[src/rtl/red_add_pipe_if.sv]
// Handshake bundle for red_add_pipe. acc_clr exists only when RED_ADD_ACCUM_EN is defined.
interface red_add_pipe_if #(
  parameter int unsigned LANE_W = 4,
  parameter int unsigned LANES  = 4,
  parameter int unsigned OUT_W  = 16
) ();
  logic                    in_valid;
  logic                    in_ready;
  logic [LANES*LANE_W-1:0] rs;
  logic [LANES*LANE_W-1:0] rt;
  logic                    sgn;
  logic                    out_valid;
  logic                    out_ready;
  logic [OUT_W-1:0]        rd;
`ifdef RED_ADD_ACCUM_EN
  logic                    acc_clr;

  modport master (
    output in_valid, rs, rt, sgn, out_ready, acc_clr,
    input  in_ready, out_valid, rd
  );
  modport slave (
    input  in_valid, rs, rt, sgn, out_ready, acc_clr,
    output in_ready, out_valid, rd
  );
`else
  modport master (
    output in_valid, rs, rt, sgn, out_ready,
    input  in_ready, out_valid, rd
  );
  modport slave (
    input  in_valid, rs, rt, sgn, out_ready,
    output in_ready, out_valid, rd
  );
`endif
endinterface

[src/rtl/red_add_pipe.sv]
// Pipelined lane-reduction adder: one adder-tree level per stage, valid/ready on both sides.
// Define RED_ADD_ACCUM_EN to add the acc_clr input and an OUT_W running accumulator on rd.
module red_add_pipe #(
  parameter int unsigned LANE_W = 4,
  parameter int unsigned LANES  = 4,
  parameter int unsigned OUT_W  = 16
) (
  input logic           clk,
  input logic           rst_n,
  red_add_pipe_if.slave bus
);
  localparam int unsigned LogL  = $clog2(LANES);
  localparam int unsigned S     = LogL + 1;
  localparam int unsigned RES_W = LANE_W + LogL + 1;

  // Bit offset of stage k inside the flat bundle of all non-output stage registers.
  function automatic int unsigned stage_off(input int unsigned k);
    int unsigned o;
    o = 0;
    for (int unsigned m = 0; m < k; m++) o += (LANES >> m) * (LANE_W + 1 + m);
    return o;
  endfunction

  localparam int unsigned TotW    = stage_off(S - 1);
  localparam int unsigned LastOff = stage_off(S - 2);

  logic [S-1:0]     r_v;
  logic [S-1:0]     w_load;
  logic [S-1:0]     w_dload;
  logic [S-2:0]     r_sgn;
  logic [TotW-1:0]  w_flat;
  logic [OUT_W-1:0] r_rd;
  logic [OUT_W-1:0] w_res;

  // A stage may load when empty or when its contents move on this cycle.
  always_comb begin
    w_load      = '0;
    w_load[S-1] = !r_v[S-1] || bus.out_ready;
    for (int k = int'(S) - 2; k >= 0; k--) w_load[k] = !r_v[k] || w_load[k+1];
    w_dload    = '0;
    w_dload[0] = bus.in_valid && w_load[0];
    for (int k = 1; k < int'(S); k++) w_dload[k] = r_v[k-1] && w_load[k];
  end

  assign bus.in_ready  = w_load[0];
  assign bus.out_valid = r_v[S-1];
  assign bus.rd        = r_rd;

  always_ff @(posedge clk or negedge rst_n) begin
    if (!rst_n) begin
      r_v <= '0;
    end else begin
      r_v <= (w_load & {r_v[S-2:0], bus.in_valid}) | (~w_load & r_v);
    end
  end

  always_ff @(posedge clk) begin
    if (w_dload[0]) r_sgn[0] <= bus.sgn;
    for (int k = 1; k < int'(S) - 1; k++) begin
      if (w_dload[k]) r_sgn[k] <= r_sgn[k-1];
    end
  end

  for (genvar k = 0; k < S - 1; k++) begin : g_stage
    localparam int unsigned W   = LANE_W + 1 + k;
    localparam int unsigned N   = LANES >> k;
    localparam int unsigned Off = stage_off(k);

    logic [N*W-1:0] w_sum;
    logic [N*W-1:0] r_sum;

    if (k == 0) begin : g_lane
      always_comb begin
        w_sum = '0;
        for (int i = 0; i < int'(N); i++) begin
          w_sum[i*W +: W] =
              {bus.sgn & bus.rs[i*LANE_W + LANE_W - 1], bus.rs[i*LANE_W +: LANE_W]} +
              {bus.sgn & bus.rt[i*LANE_W + LANE_W - 1], bus.rt[i*LANE_W +: LANE_W]};
        end
      end
    end else begin : g_tree
      localparam int unsigned PW   = W - 1;
      localparam int unsigned POff = stage_off(k - 1);
      always_comb begin
        logic [PW-1:0] a;
        logic [PW-1:0] b;
        w_sum = '0;
        for (int i = 0; i < int'(N); i++) begin
          a = w_flat[POff + 2*i*PW +: PW];
          b = w_flat[POff + (2*i + 1)*PW +: PW];
          w_sum[i*W +: W] = {r_sgn[k-1] & a[PW-1], a} + {r_sgn[k-1] & b[PW-1], b};
        end
      end
    end

    always_ff @(posedge clk) begin
      if (w_dload[k]) r_sum <= w_sum;
    end

    assign w_flat[Off +: N*W] = r_sum;
  end

  logic [RES_W-2:0] w_p0;
  logic [RES_W-2:0] w_p1;
  logic [RES_W-1:0] w_last;

  assign w_p0   = w_flat[LastOff +: RES_W - 1];
  assign w_p1   = w_flat[LastOff + RES_W - 1 +: RES_W - 1];
  assign w_last = {r_sgn[S-2] & w_p0[RES_W-2], w_p0} + {r_sgn[S-2] & w_p1[RES_W-2], w_p1};
  assign w_res  = r_sgn[S-2] ? OUT_W'($signed(w_last)) : OUT_W'(w_last);

`ifdef RED_ADD_ACCUM_EN
  logic [OUT_W-1:0] r_acc;
  logic [OUT_W-1:0] w_acc_nxt;

  assign w_acc_nxt = (bus.acc_clr ? {OUT_W{1'b0}} : r_acc) + w_res;

  // acc_clr without an arriving result only clears; rd keeps its held value.
  always_ff @(posedge clk or negedge rst_n) begin
    if (!rst_n) begin
      r_acc <= '0;
      r_rd  <= '0;
    end else if (w_dload[S-1]) begin
      r_acc <= w_acc_nxt;
      r_rd  <= w_acc_nxt;
    end else if (bus.acc_clr) begin
      r_acc <= '0;
    end
  end
`else
  always_ff @(posedge clk or negedge rst_n) begin
    if (!rst_n) begin
      r_rd <= '0;
    end else if (w_dload[S-1]) begin
      r_rd <= w_res;
    end
  end
`endif
endmodule

[src/flat_wrapper.sv]
// flat-port wrapper written by rule: the top's interface ports become plain ports
module red_add_pipe_flat 
#(
  parameter int unsigned LANE_W = 4,
  parameter int unsigned LANES  = 4,
  parameter int unsigned OUT_W  = 16
)
  (clk, rst_n, bus_in_valid, bus_rs, bus_rt, bus_sgn, bus_out_ready, bus_in_ready, bus_out_valid, bus_rd);
  red_add_pipe_if #(.LANE_W(LANE_W), .LANES(LANES), .OUT_W(OUT_W)) bus_i ();
  input logic clk;
  input logic rst_n;
  input wire logic [$bits(bus_i.in_valid)-1:0] bus_in_valid;
  input wire logic [$bits(bus_i.rs)-1:0] bus_rs;
  input wire logic [$bits(bus_i.rt)-1:0] bus_rt;
  input wire logic [$bits(bus_i.sgn)-1:0] bus_sgn;
  input wire logic [$bits(bus_i.out_ready)-1:0] bus_out_ready;
  output wire logic [$bits(bus_i.in_ready)-1:0] bus_in_ready;
  output wire logic [$bits(bus_i.out_valid)-1:0] bus_out_valid;
  output wire logic [$bits(bus_i.rd)-1:0] bus_rd;
  assign bus_i.in_valid = bus_in_valid;
  assign bus_i.rs = bus_rs;
  assign bus_i.rt = bus_rt;
  assign bus_i.sgn = bus_sgn;
  assign bus_i.out_ready = bus_out_ready;
  assign bus_in_ready = bus_i.in_ready;
  assign bus_out_valid = bus_i.out_valid;
  assign bus_rd = bus_i.rd;
  red_add_pipe #(.LANE_W(LANE_W), .LANES(LANES), .OUT_W(OUT_W)) u_core (.clk(clk), .rst_n(rst_n), .bus(bus_i));
endmodule
[config.mk]
export PLATFORM = sky130hd
export DESIGN_NAME = red_add_pipe_flat
export DESIGN_NICKNAME = d
export VERILOG_FILES = /design/src/rtl/red_add_pipe_if.sv /design/src/rtl/red_add_pipe.sv /design/src/flat_wrapper.sv
export SDC_FILE = /design/constraint.sdc
export NUM_CORES = 1
export LEC_CHECK = 0
export BUFFER_PORTS_ARGS = -buffer_cell sky130_fd_sc_hd__buf_4
export CELL_PAD_IN_SITES_DETAIL_PLACEMENT = 1
export CELL_PAD_IN_SITES_GLOBAL_PLACEMENT = 2
export CORE_MARGIN = 2
export CORE_UTILIZATION = 27
export DETAILED_ROUTE_END_ITERATION = 12
export GPL_TIMING_DRIVEN = 0
export PLACE_DENSITY = 0.66
export SYNTH_ARGS = -nofsm -noshare
export SYNTH_HDL_FRONTEND = slang
export SYNTH_SLANG_ARGS = --single-unit
[constraint.sdc]
create_clock -name clk -period 4.2 [get_ports clk]
set_input_delay 0.63 -clock clk [delete_from_list [all_inputs] [get_ports clk]]
set_output_delay 0.63 -clock clk [all_outputs]
set_load 0.03 [all_outputs]
==> summary.txt, run 1 <==
Timing
  • Tcrit/Tclk final: 47.23%
  • Least-Margin Pin Slew: 0.9312 ns
  • Slew margin rel.: 37.92%
  • Max-slew violations: 0
  • Min cycle time layout: 1.984 ns
  • Final Setup Violations: 0
  • Clock Skew: around 0.0085 ns
  • RSZ-0062 raised after global routing: false
  • Fmax: about 500 MHz
  • Setup TNS: 0 ns
  • Hold Fails Final Rpt: 0

Critical path
  • CP required: 3.57 ns
  • Crit start category: primary input
  • Critical Path Sink Type: output pin
  • CP Data Arrival Time: approximately 1.4 ns
  • Kind of critical path: primary input to output pin
  • Critical path fanouts, max: 4

Power and ir drop
  • Clk network pwr share: 19.0%
  • Sw power: 0.6178 mW
  • Sequential power share: between 30 and 40%
  • Power per Cell Area: 494.0 nW/um^2
  • Net Sw Frac: 35.65%
  • Static leakage power: 1.595 nW
  • Pint: 1.115 mW
  • Worst vdd ir: 0.1989 mV
  • Comb pwr share: 43.5%

Drt
  • Avg WL per Cell: 11.23 um
  • DRT Pass-1 Iters: 4
  • Initial DRC Count: 29
  • Routed Antenna Nets: 0
  • Vias per Instance: 4.308
  • Vias after detailed routing: 1891
  • DRC Markers: 0
  • Final WL: between 4000 and 5000 um

Global routing
  • Overflow after GRT: 0
  • Total GRT Usage: 9.630%
  • Vias in the first global route: 1983
  • Global-route wire length before repair: 8776 um
  • Initial antenna violation count: 0
  • Largest net degree at the start of global routing: 22

Synthesis
  • Post-synth EDFFs: 34
  • Synth Register Bits: 45
  • Syn. warnings: 0
  • Top_reg_cell synth: edfxtp_1
  • Simple-gate share of the synthesized area: 8.037%
  • Sequential element share of the synthesized area: between 40 and 50%
  • Synth Area in Compound Gates: 11.19%
  • Main combinational cell family by area after synthesis: adder cells
  • Post-synthesis cell count: 241
  • Adder-cell share of the synthesized area: about a fifth
  • Area leader, netlist: edfxtp_1
  • Main area contributors after synthesis: edfxtp_1 36%, ha_1 14%, dfrtp_1 9.8%, xor2_1 5.3%, fa_1 5.0%
  • Post-synthesis xor/xnor area fraction: between 9 and 10%
  • Mapped Area: ~2800 sq um
  • Netlist cell types: 37
  • Avg Cell Area, Syn: between 10 and 15 sq um
  • Post-synthesis mux area share: less than 1%
  • Post-Syn Nets: 317
  • Asr flop ratio synth: between 20% and 30%
  • Post-synth top area share: a little over a third

CTS
  • Post_cts resized: 0
  • CTS Root Cell: clkbuf_8
  • Worst-path clk slew: 0.09 ns
  • Clock Latency Late Sink: 0.30 ns
  • # hold bufs at CTS: 0
  • Sink Count: 45
  • Postcts setup bufs: 0
  • Total CTS buffers: 5
  • CTS tree: yes
  • Max H-tree Level: 2
  • Bufs on Longest Clock Path: 2

Die
  • Die W: ~110 um
  • Ports: 55
  • Vert. Die Dim: 106.2 um
  • Die area: 11270 sq um
  • Initial Utilization: between 20 and 30%
  • CORE AREA: approximately 10000 sq um
  • # rows: 37

Placed design
  • Post-place instance area: 3393 sq um
  • I/O Buffers: 54
  • Placer Congestion: 0.7317
  • Final HPWL DP: 4136 um

Final layout
  • Filler cells: about 1200
  • Cell area after layout: ~3500 sq um
  • Antenna Cells: 0
  • Layout cells sized above 1: 25.41%
  • P&R area growth vs syn: 24.51%
  • Nets@finish: 378

Min path
  • HP Class: primary input to async pin

Run
  • Max_cap viols: 0

Outcome
  • Outcome: finished, final reports clean
## logic make-up after synthesis
| group | count (synthesis) |
|---|---|
| and+or+nand+nor | 43 |
| adders and majority gates | 39 |
| AOI/OAI and AO/OA | 46 |
| DFF | 45 |
| xor gates and xnor gates | 29 |
| muxes | 1 |
| buffers and inverters | 38 |
## Yosys cell counts (all sizes together) (3+ instances only)
master  instances
a21oi          15
nand3           3
nor2b           5
xnor2          12
nand2          19
inv            29
buf             9
xor2           17
and2            3
dfrtp          11
ha             32
o211ai          3
a21o           11
edfxtp         34
nand2b          3
nor2            3
fa              7
o21ai           6
## metrics by stage
step / setup slack, ns / hold slack, ns / utilization (%) / power (mW) / std cells
floorplan: 2.219 / 0.3344 / - / 1.188 / 241
global placement: 2.135 / 0.4656 / 33.17 / 1.421 / 431
detailed placement: 2.086 / 0.4739 / 33.17 / 1.431 / 431
CTS: 2.190 / 0.1432 / 34.29 / 1.776 / 439
global route: 2.074 / 0.1413 / 34.29 / 1.871 / 439
finish: 2.216 / 0.1525 / 34.29 / 1.733 / 439
## cells in the final DEF, fill, tap and decap left out, types with 2 or more instances in the layout
cell type / n
nor3_1: 2
dfrtp_1: 11
and2_1: 3
a21oi_1: 15
o21ai_0: 5
nand4_1: 2
xnor2_1: 12
xor2_1: 17
nand3_1: 3
buf_4: 62
inv_1: 29
o211ai_1: 3
nand2b_1: 3
a21o_1: 11
nor2b_1: 4
clkbuf_8: 5
ha_1: 32
fa_1: 7
edfxtp_1: 34
nor2_1: 3
o21a_1: 2
nand2_1: 19
## layout make-up
| cell class | count | area (sq um) | area share (%) |
|---|---|---|---|
| multi-input combinational | 158 | 1348 | 38.41 |
| inverter | 29 | 108.9 | 3.103 |
| buffer | 9 | 65.06 | 1.854 |
| sequential | 45 | 1296 | 36.95 |
| clock buffer | 5 | 68.82 | 1.961 |
| clock inverter | 3 | 46.29 | 1.320 |
| tap | 136 | 170.2 | 4.850 |
| timing repair buffer | 54 | 405.4 | 11.55 |
## final timing paths
path / start / to / slack, ns / cells past startpoint
max reg2reg: u_core.g_stage[1].r_sum[0] / u_core.bus.rd[14] / 2.34 / 7
min: rst_n / u_core.bus.rd[6] / 0.15 / 1
max: bus_out_ready / bus_in_ready / 2.22 / 4
max in group asynchronous: rst_n / u_core.bus.rd[4] / 3.90 / 1
min reg2reg: u_core.bus.rd[3] / u_core.bus.rd[3] / 0.48 / 2
min in group clk: u_core.bus.rd[3] / u_core.bus.rd[3] / 0.48 / 2
## flip-flops by register name (all words and copies together), names as in the netlist, named ones only
name,count
u_core.r_sgn,2
u_core.bus.rd,8
u_core.g_stage.r_sum,32
## worst max-delay path, stage by stage
cell	delay [ns]
buf_4	0.11
nor2b_1	0.25
nand3_1	0.16
buf_4	0.20
## per-layer routing
metal | track usage (%) | routed length (um) | up-vias
met4 | 2.820 | 67 | 0
met2 | 17.31 | 2445 | 45
met1 | 11.29 | 2177 | 890
met5 | 0 | 0 | -
li1 | - | - | 950
met3 | 2.391 | 239 | 6
## power by group through the flow
stage	Clock (mW)	Sequential, mW	Combinational [mW]
global route	0.366	0.666	0.839
finish	0.329	0.651	0.754
CTS	0.351	0.655	0.769
global placement	0	0.660	0.761
detailed placement	0	0.665	0.766
floorplan	0	0.724	0.464
No activity file was read; power rests on OpenSTA's default activity.
==> run 2, diff against run 1 <==
--- a/config.mk
+++ b/config.mk
@@ -5,6 +5,7 @@
 export SDC_FILE = /design/constraint.sdc
 export NUM_CORES = 1
 export LEC_CHECK = 0
+export ABC_AREA = 1
 export BUFFER_PORTS_ARGS = -buffer_cell sky130_fd_sc_hd__buf_4
 export CELL_PAD_IN_SITES_DETAIL_PLACEMENT = 1
 export CELL_PAD_IN_SITES_GLOBAL_PLACEMENT = 2
@@ -12,7 +13,7 @@
 export CORE_UTILIZATION = 27
 export DETAILED_ROUTE_END_ITERATION = 12
 export GPL_TIMING_DRIVEN = 0
-export PLACE_DENSITY = 0.66
+export PLACE_DENSITY = 0.71
 export SYNTH_ARGS = -nofsm -noshare
 export SYNTH_HDL_FRONTEND = slang
 export SYNTH_SLANG_ARGS = --single-unit
==> constraint.sdc (replaced) <==
create_clock -name clk -period 1.65 [get_ports clk]
set_input_delay 0.2475 -clock clk [delete_from_list [all_inputs] [get_ports clk]]
set_output_delay 0.2475 -clock clk [all_outputs]
set_load 0.03 [all_outputs]
==> run 2 against run 1 <==
Effect of this change:
- final cell count rose by 6.4%
- non-clock buffer count rose by 4
- sequential power rose to 2.7 times the previous value
- count of clock-buffer cells in the layout did not move
- sequential share of layout area fell by 0.17 points
- register-to-register slack got worse by 2.3 ns
- worst hold slack got worse by 0.010 ns
- design area rose by 0.57%
- wire length rose by 5.6%
- synthesized cell count rose by 11%
- global-route usage rose by 0.17 points
- combinational power rose to 2.9 times the previous value
- critical endpoint is now u_core.bus.rd[14]
==> summary.txt, run 2 <==
Timing
  • Fmax: 638.6 MHz
  • Slew margin rel.: approximately two thirds
  • RSZ-0062 raised after global routing: true
  • Final Setup Violations: 0
  • Max-slew violations: 0
  • Min cycle time layout: 1.566 ns
  • Setup TNS: 0 ns
  • Tcrit/Tclk final: 94.91%
  • Clock Skew: 0.008383 ns
  • Least-Margin Pin Slew: approximately 0.48 ns
  • Hold Fails Final Rpt: 0

Critical path
  • Worst R2R End: u_core.bus.rd[14]
  • Crit start category: flop
  • Worst R2R Setup Slack: around 0.084 ns
  • R2r startpoint: u_core.g_stage[1].r_sum[6]
  • Worst setup path startpoint: u_core.g_stage[1].r_sum[6]
  • Critical Path Sink Type: flop
  • Critical path fanouts, max: 3
  • Kind of critical path: flop to flop
  • R2R depth: 11
  • CP required: between 1.5 and 2 ns
  • CP Data Arrival Time: 1.75 ns

Final layout
  • Antenna Cells: 0
  • Most flop-heavy register: u_core.g_stage.r_sum
  • Largest register FFs: 32
  • Nets@finish: 409
  • Commonest non-fill, non-tap cells in the layout: 65 x buf_4, 37 x nand2_1, 34 x edfxtp_1, 31 x ha_1, 30 x inv_1
  • Filler cells: 1131
  • Cell area after layout: 3528 sq um
  • Footprint of the multi-input gates: 1275 sq um
  • P&R area growth vs syn: 27.43%
  • Most common cell after layout, fill and taps aside: buf_4
  • Layout cells sized above 1: 30.84%
  • Register Area: between 1000 and 1500 sq um

Synthesis
  • Post-synth top area share: 36.87%
  • Sequential element share of the synthesized area: 46.81%
  • Post-synthesis mux area share: 0%
  • Asr flop ratio synth: 24.44%
  • Adder-cell share of the synthesized area: approximately a fifth
  • Syn. warnings: 0
  • Post-Syn Nets: 343
  • Mapped Area: 2769 sq um
  • Post-synth EDFFs: 34
  • Post-synthesis xor/xnor area fraction: 6.643%
  • Main combinational cell family by area after synthesis: adder cells
  • Avg Cell Area, Syn: 10.37 sq um
  • Synth Area in Compound Gates: approximately 8.4%
  • Synth Register Bits: 45
  • Most frequent cells after synthesis: 42 x nand2_1, 34 x edfxtp_1, 33 x inv_1
  • Top_reg_cell synth: edfxtp_1
  • Main area contributors after synthesis: edfxtp_1 37%, ha_1 14%, dfrtp_1 9.9%, nand2_1 5.7%, fa_1 5.1%
  • Most frequent cell after synthesis: nand2_1
  • Simple-gate share of the synthesized area: about a tenth
  • Netlist cell types: 22
  • Area leader, netlist: edfxtp_1
  • Post-synthesis cell count: between 200 and 300

Drt
  • Initial DRC Count: 25
  • DRT Pass-1 Iters: 4
  • Routed Antenna Nets: 0
  • DRC Markers: 0
  • Avg WL per Cell: between 10 and 15 um
  • Final WL: 5205 um
  • Vias after detailed routing: 1972
  • Vias per Instance: 4.223

Die
  • CORE AREA: 9864 sq um
  • # rows: 36
  • Die W: 105.3 um
  • Ports: 55
  • Die area: 11080 sq um
  • Initial Utilization: 28.07%
  • Vert. Die Dim: roughly 110 um

Power and ir drop
  • Total power: 4.789 mW
  • Worst vdd ir: 0.4995 mV
  • Power per Cell Area: approximately 1400 nW/um^2
  • Static leakage power: 1.641 nW

Placed design
  • I/O Buffers: 54
  • Post-place instance area: roughly 3300 sq um
  • Final HPWL DP: 4186 um
  • Placer Congestion: 0.7629

CTS
  • Bufs on Longest Clock Path: 2
  • Worst-path clk slew: around 0.090 ns
  • Total CTS buffers: 5
  • CTS Root Cell: clkbuf_8
  • Max H-tree Level: 2
  • Clock Latency Late Sink: ~0.29 ns
  • CTS tree: yes
  • Sink Count: 45

Min path
  • Hold Path Origin: bus_sgn
  • Hold Path Stages: 1
  • Hold EP: u_core.r_sgn[0]
  • HP Class: primary input to flop

Global routing
  • Vias in the first global route: 2030
  • Total GRT Usage: 9.802%
  • Initial antenna violation count: 0
  • Global-route wire length before repair: a little under 9000 um
  • Largest net degree at the start of global routing: 15
  • Overflow after GRT: 0

Outcome
  • Outcome: finished, final reports clean

Run
  • Max_cap viols: 0
-- run 2: critical path, cell delays in order, from the launching register on --
cell and delay (ns):
edfxtp_1 0.39, ha_4 0.16, inv_2 0.04, fa_2 0.37, inv_2 0.06, nand2_2 0.04, nand2_2 0.08, nand3_2 0.08
nand2_2 0.07, nand2_2 0.05, nand4_1 0.06, nand2_1 0.06
-- run 2: power by group --
| group | internal, mW | leakage (nW) | switching [mW] | total [mW] |
|---|---|---|---|---|
| Combinational | 0.925 | 1.13 | 1.29 | 2.21 |
| Sequential | 1.59 | 0.462 | 0.163 | 1.75 |
| Clock | 0.446 | 0.0518 | 0.382 | 0.828 |
| Total | 2.96 | 1.64 | 1.83 | 4.79 |
-- run 2: kinds of logic after synthesis --
logic type / Yosys count
buffers and inverters: 53
AOI/OAI and AO/OA: 43
adders and majority gates: 39
and+or+nand+nor: 66
xor gates and xnor gates: 21
DFF: 45
-- run 2: worst max path at each step --
| stage | endpoint | slack, ns |
|---|---|---|
| 5_1_grt | u_core.bus.rd[14] | -0.02 |
| 3_3_place_gp | u_core.g_stage[0].r_sum[4] | -0.009 |
| 6_report | u_core.bus.rd[14] | 0.08 |
| 4_1_cts | u_core.bus.rd[14] | 0.007 |
| 3_5_place_dp | u_core.g_stage[0].r_sum[18] | -0.03 |
| 2_1_floorplan | u_core.g_stage[0].r_sum[0] | 0.005 |
-- run 2: layer usage --
layer  wire, um  global-route usage, %  vias to the layer above
met2       2622                  17.65                       44
met3        272                  2.412                        4
met4         47                  3.429                        0
met5          0                      0                        -
met1       2262                  11.23                      906
li1           -                      -                     1018
-- run 2: cell type report --
cell class / count / area share, %
repair buffers: 58 / 12.41
repair inverters: 1 / 0.2128
clock inverters: 3 / 1.170
well taps: 133 / 4.716
flip-flops and latches: 45 / 36.77
plain buffers: 9 / 1.844
inverters: 44 / 4.787
multi-input cells: 169 / 36.13
clock buffers: 5 / 1.950
-- run 2: repair_timing --
item                                    in CTS  in global routing
hold buffers                                 1                  0
gates cloned                                 1                  0
endpoints found under the hold margin       11                  0
gates resized for setup                      3                  9
endpoints found under the setup margin      22                  4
setup buffers                                0                  3
pin swaps                                    0                  3
-- run 2: stage by stage --
| step | utilization (%) | setup slack [ns] | hold slack, ns | cells |
|---|---|---|---|---|
| final | 35.77 | 0.08406 | 0.1421 | 467 |
| after global routing | 35.77 | -0.02113 | 0.1290 | 467 |
| after CTS | 35.29 | 0.006794 | 0.1296 | 464 |
| after detailed placement | 33.94 | -0.02960 | 0.09513 | 454 |
| after global placement | 33.94 | -0.009208 | 0.09223 | 454 |
| after floorplan | - | 0.004666 | -0.04809 | 267 |
==> run 3, diff against run 2 <==
--- a/config.mk
+++ b/config.mk
@@ -6,10 +6,10 @@
 export NUM_CORES = 1
 export LEC_CHECK = 0
 export ABC_AREA = 1
+export ABC_CLOCK_PERIOD_IN_PS = 1650
 export BUFFER_PORTS_ARGS = -buffer_cell sky130_fd_sc_hd__buf_4
 export CELL_PAD_IN_SITES_DETAIL_PLACEMENT = 1
 export CELL_PAD_IN_SITES_GLOBAL_PLACEMENT = 2
-export CORE_MARGIN = 2
 export CORE_UTILIZATION = 27
 export DETAILED_ROUTE_END_ITERATION = 12
 export GPL_TIMING_DRIVEN = 0
==> run 3 against run 2 <==
Effect of this change:
- worst setup slack worse by 0.031 ns
- non-clock buffer count is 1 higher
- combinational power hardly changed
- utilization is 0.22 points lower
- final cell count is 0.43% higher
- die area is 3.8% lower
- register-to-register slack worse by 0.03 ns
- design area is 0.60% lower
- critical endpoint is now u_core.g_stage[1].r_sum[4]
- largest cell class unchanged
- highest routed layer unchanged
==> summary.txt, run 3 (synthesis gave the netlist of run 2 again) <==
Final layout
  • Commonest non-fill, non-tap cells in the layout: 66 x buf_4, 37 x nand2_1, 34 x edfxtp_1, 31 x ha_1, 30 x inv_1
  • Most flop-heavy register: u_core.g_stage.r_sum
  • Antenna Cells: 0
  • Core Util, Final: 35.55%
  • P&R area growth vs syn: 26.66%
  • Largest register FFs: 32
  • Nets@finish: 411
  • Most common cell after layout, fill and taps aside: buf_4
  • Cell area after layout: 3507 sq um
  • Layout Cells excl Fill: 469
  • Layout cells sized above 1: 30.95%

Critical path
  • CP peak stage delay: 0.42 ns
  • R2R depth: 5
  • Crit path depth: 5
  • Critical path fanouts, max: 3
  • Worst path bufs/invs: 0
  • Crit path max-delay family: adder cells
  • R2r startpoint: u_core.g_stage[0].r_sum[0]
  • CP cell instances: ha_1 > fa_1 > nand3_1 > nand2_1 > xor2_1
  • Slowest stage cell on the critical path: fa_1
  • Critical Path Sink Type: flop
  • CP Data Arrival Time: 1.65 ns
  • CP required: ~1.7 ns
  • Worst setup path startpoint: u_core.g_stage[0].r_sum[0]
  • Crit start category: flop
  • Kind of critical path: flop to flop

Timing
  • Clock Skew: 0.003273 ns
  • Tcrit/Tclk final: 96.77%
  • Min cycle time layout: approximately 1.6 ns
  • Fmax: 626.3 MHz
  • Final worst slack: 0.05323 ns
  • Least-Margin Pin Slew: 0.4693 ns
  • Setup TNS: 0 ns
  • Slew margin rel.: 68.68%
  • Max-slew violations: 0
  • WHS: around 0.14 ns
  • Hold Fails Final Rpt: 0
  • Final Setup Violations: 0

Power and ir drop
  • Power per Cell Area: 1317 nW/um^2
  • Total power: about 4.6 mW
  • Worst vdd ir: 0.4717 mV
  • Static leakage power: between 1.5 and 2 nW

Placed design
  • Post-place instance area: between 3000 and 4000 sq um
  • Final HPWL DP: 4118 um
  • I/O Buffers: 54
  • Post-place setup slack: -0.01654 ns
  • Dpl cells: approximately 450
  • Placer Congestion: about 0.75

Global routing
  • Initial antenna violation count: 0
  • Largest net degree at the start of global routing: 22
  • Total GRT Usage: 10.25%
  • Overflow after GRT: 0
  • Vias in the first global route: 1972
  • Global-route wire length before repair: 8390 um

CTS
  • Worst-path clk slew: roughly 0.080 ns
  • Max H-tree Level: 2
  • Total CTS buffers: 5
  • Sink Count: 45
  • CTS tree: yes
  • Bufs on Longest Clock Path: 2
  • CTS Root Cell: clkbuf_8
  • Clock Latency Late Sink: 0.30 ns

Min path
  • Hold Path Stages: 1
  • HP Class: primary input to flop
  • Hold Path Origin: bus_sgn

Die
  • Die area: 10660 sq um
  • # rows: 36
  • CORE AREA: ~9900 sq um
  • Ports: between 50 and 60
  • Initial Utilization: 28.07%
  • Vert. Die Dim: 103.3 um
  • Die W: 103.3 um

Drt
  • Routed Antenna Nets: 0
  • DRC Markers: 0
  • DRT Pass-1 Iters: 2
  • Final WL: 5168 um
  • Vias per Instance: 4.198
  • Initial DRC Count: 11
  • Avg WL per Cell: 11.02 um
  • Vias after detailed routing: 1969

Run
  • Max_cap viols: 0

Outcome
  • Outcome: finished, final reports clean
[run 3: cell count changes in the layout (fill, tap and decap cells not counted), sizes merged]
cell    delta
bufinv     -1
clkinv     +2
buf        +1
[run 3: cell type report]
cell class | count | area [sq um]
fill | 1135 | 6357
sequential | 45 | 1297
multi-input combinational | 169 | 1267
timing repair buffer | 59 | 445.4
inverter | 44 | 168.9
tap | 133 | 166.4
clock buffer | 5 | 68.82
buffer | 9 | 65.06
timing repair inverter | 2 | 15.01
clock inverter | 3 | 12.51
[run 3: worst paths after layout]
path	end	slack, ns
min reg2reg	u_core.bus.rd[5]	0.49
min	u_core.r_sgn[0]	0.14
min in group asynchronous	u_core.bus.rd[0]	0.32
max in group asynchronous	async pin	1.16
max	u_core.g_stage[1].r_sum[4]	0.05
max reg2reg	u_core.g_stage[1].r_sum[4]	0.05
[run 3: repair_timing]
item                                    in CTS  in global routing
endpoints found under the hold margin       11                  0
endpoints found under the setup margin       1                 24
cloned                                       0                  2
hold buffers                                 1                  0
resized for setup                            2                 10
buffers inserted                             0                  4
pin swaps                                    0                  2
[run 3: where the power goes]
group          switching (mW)  internal [mW]
logic                    1.29          0.928
clock network           0.375          0.286
registers               0.156           1.59
[run 3: layer usage]
metal / up-vias / share of wire [%] / track usage [%]
met4: 0 / 1.2 / 3.575
met3: 5 / 4.5 / 3.024
met1: 898 / 43 / 11.36
li1: 1021 / - / -
met5: - / 0 / 0
met2: 45 / 51 / 18.67
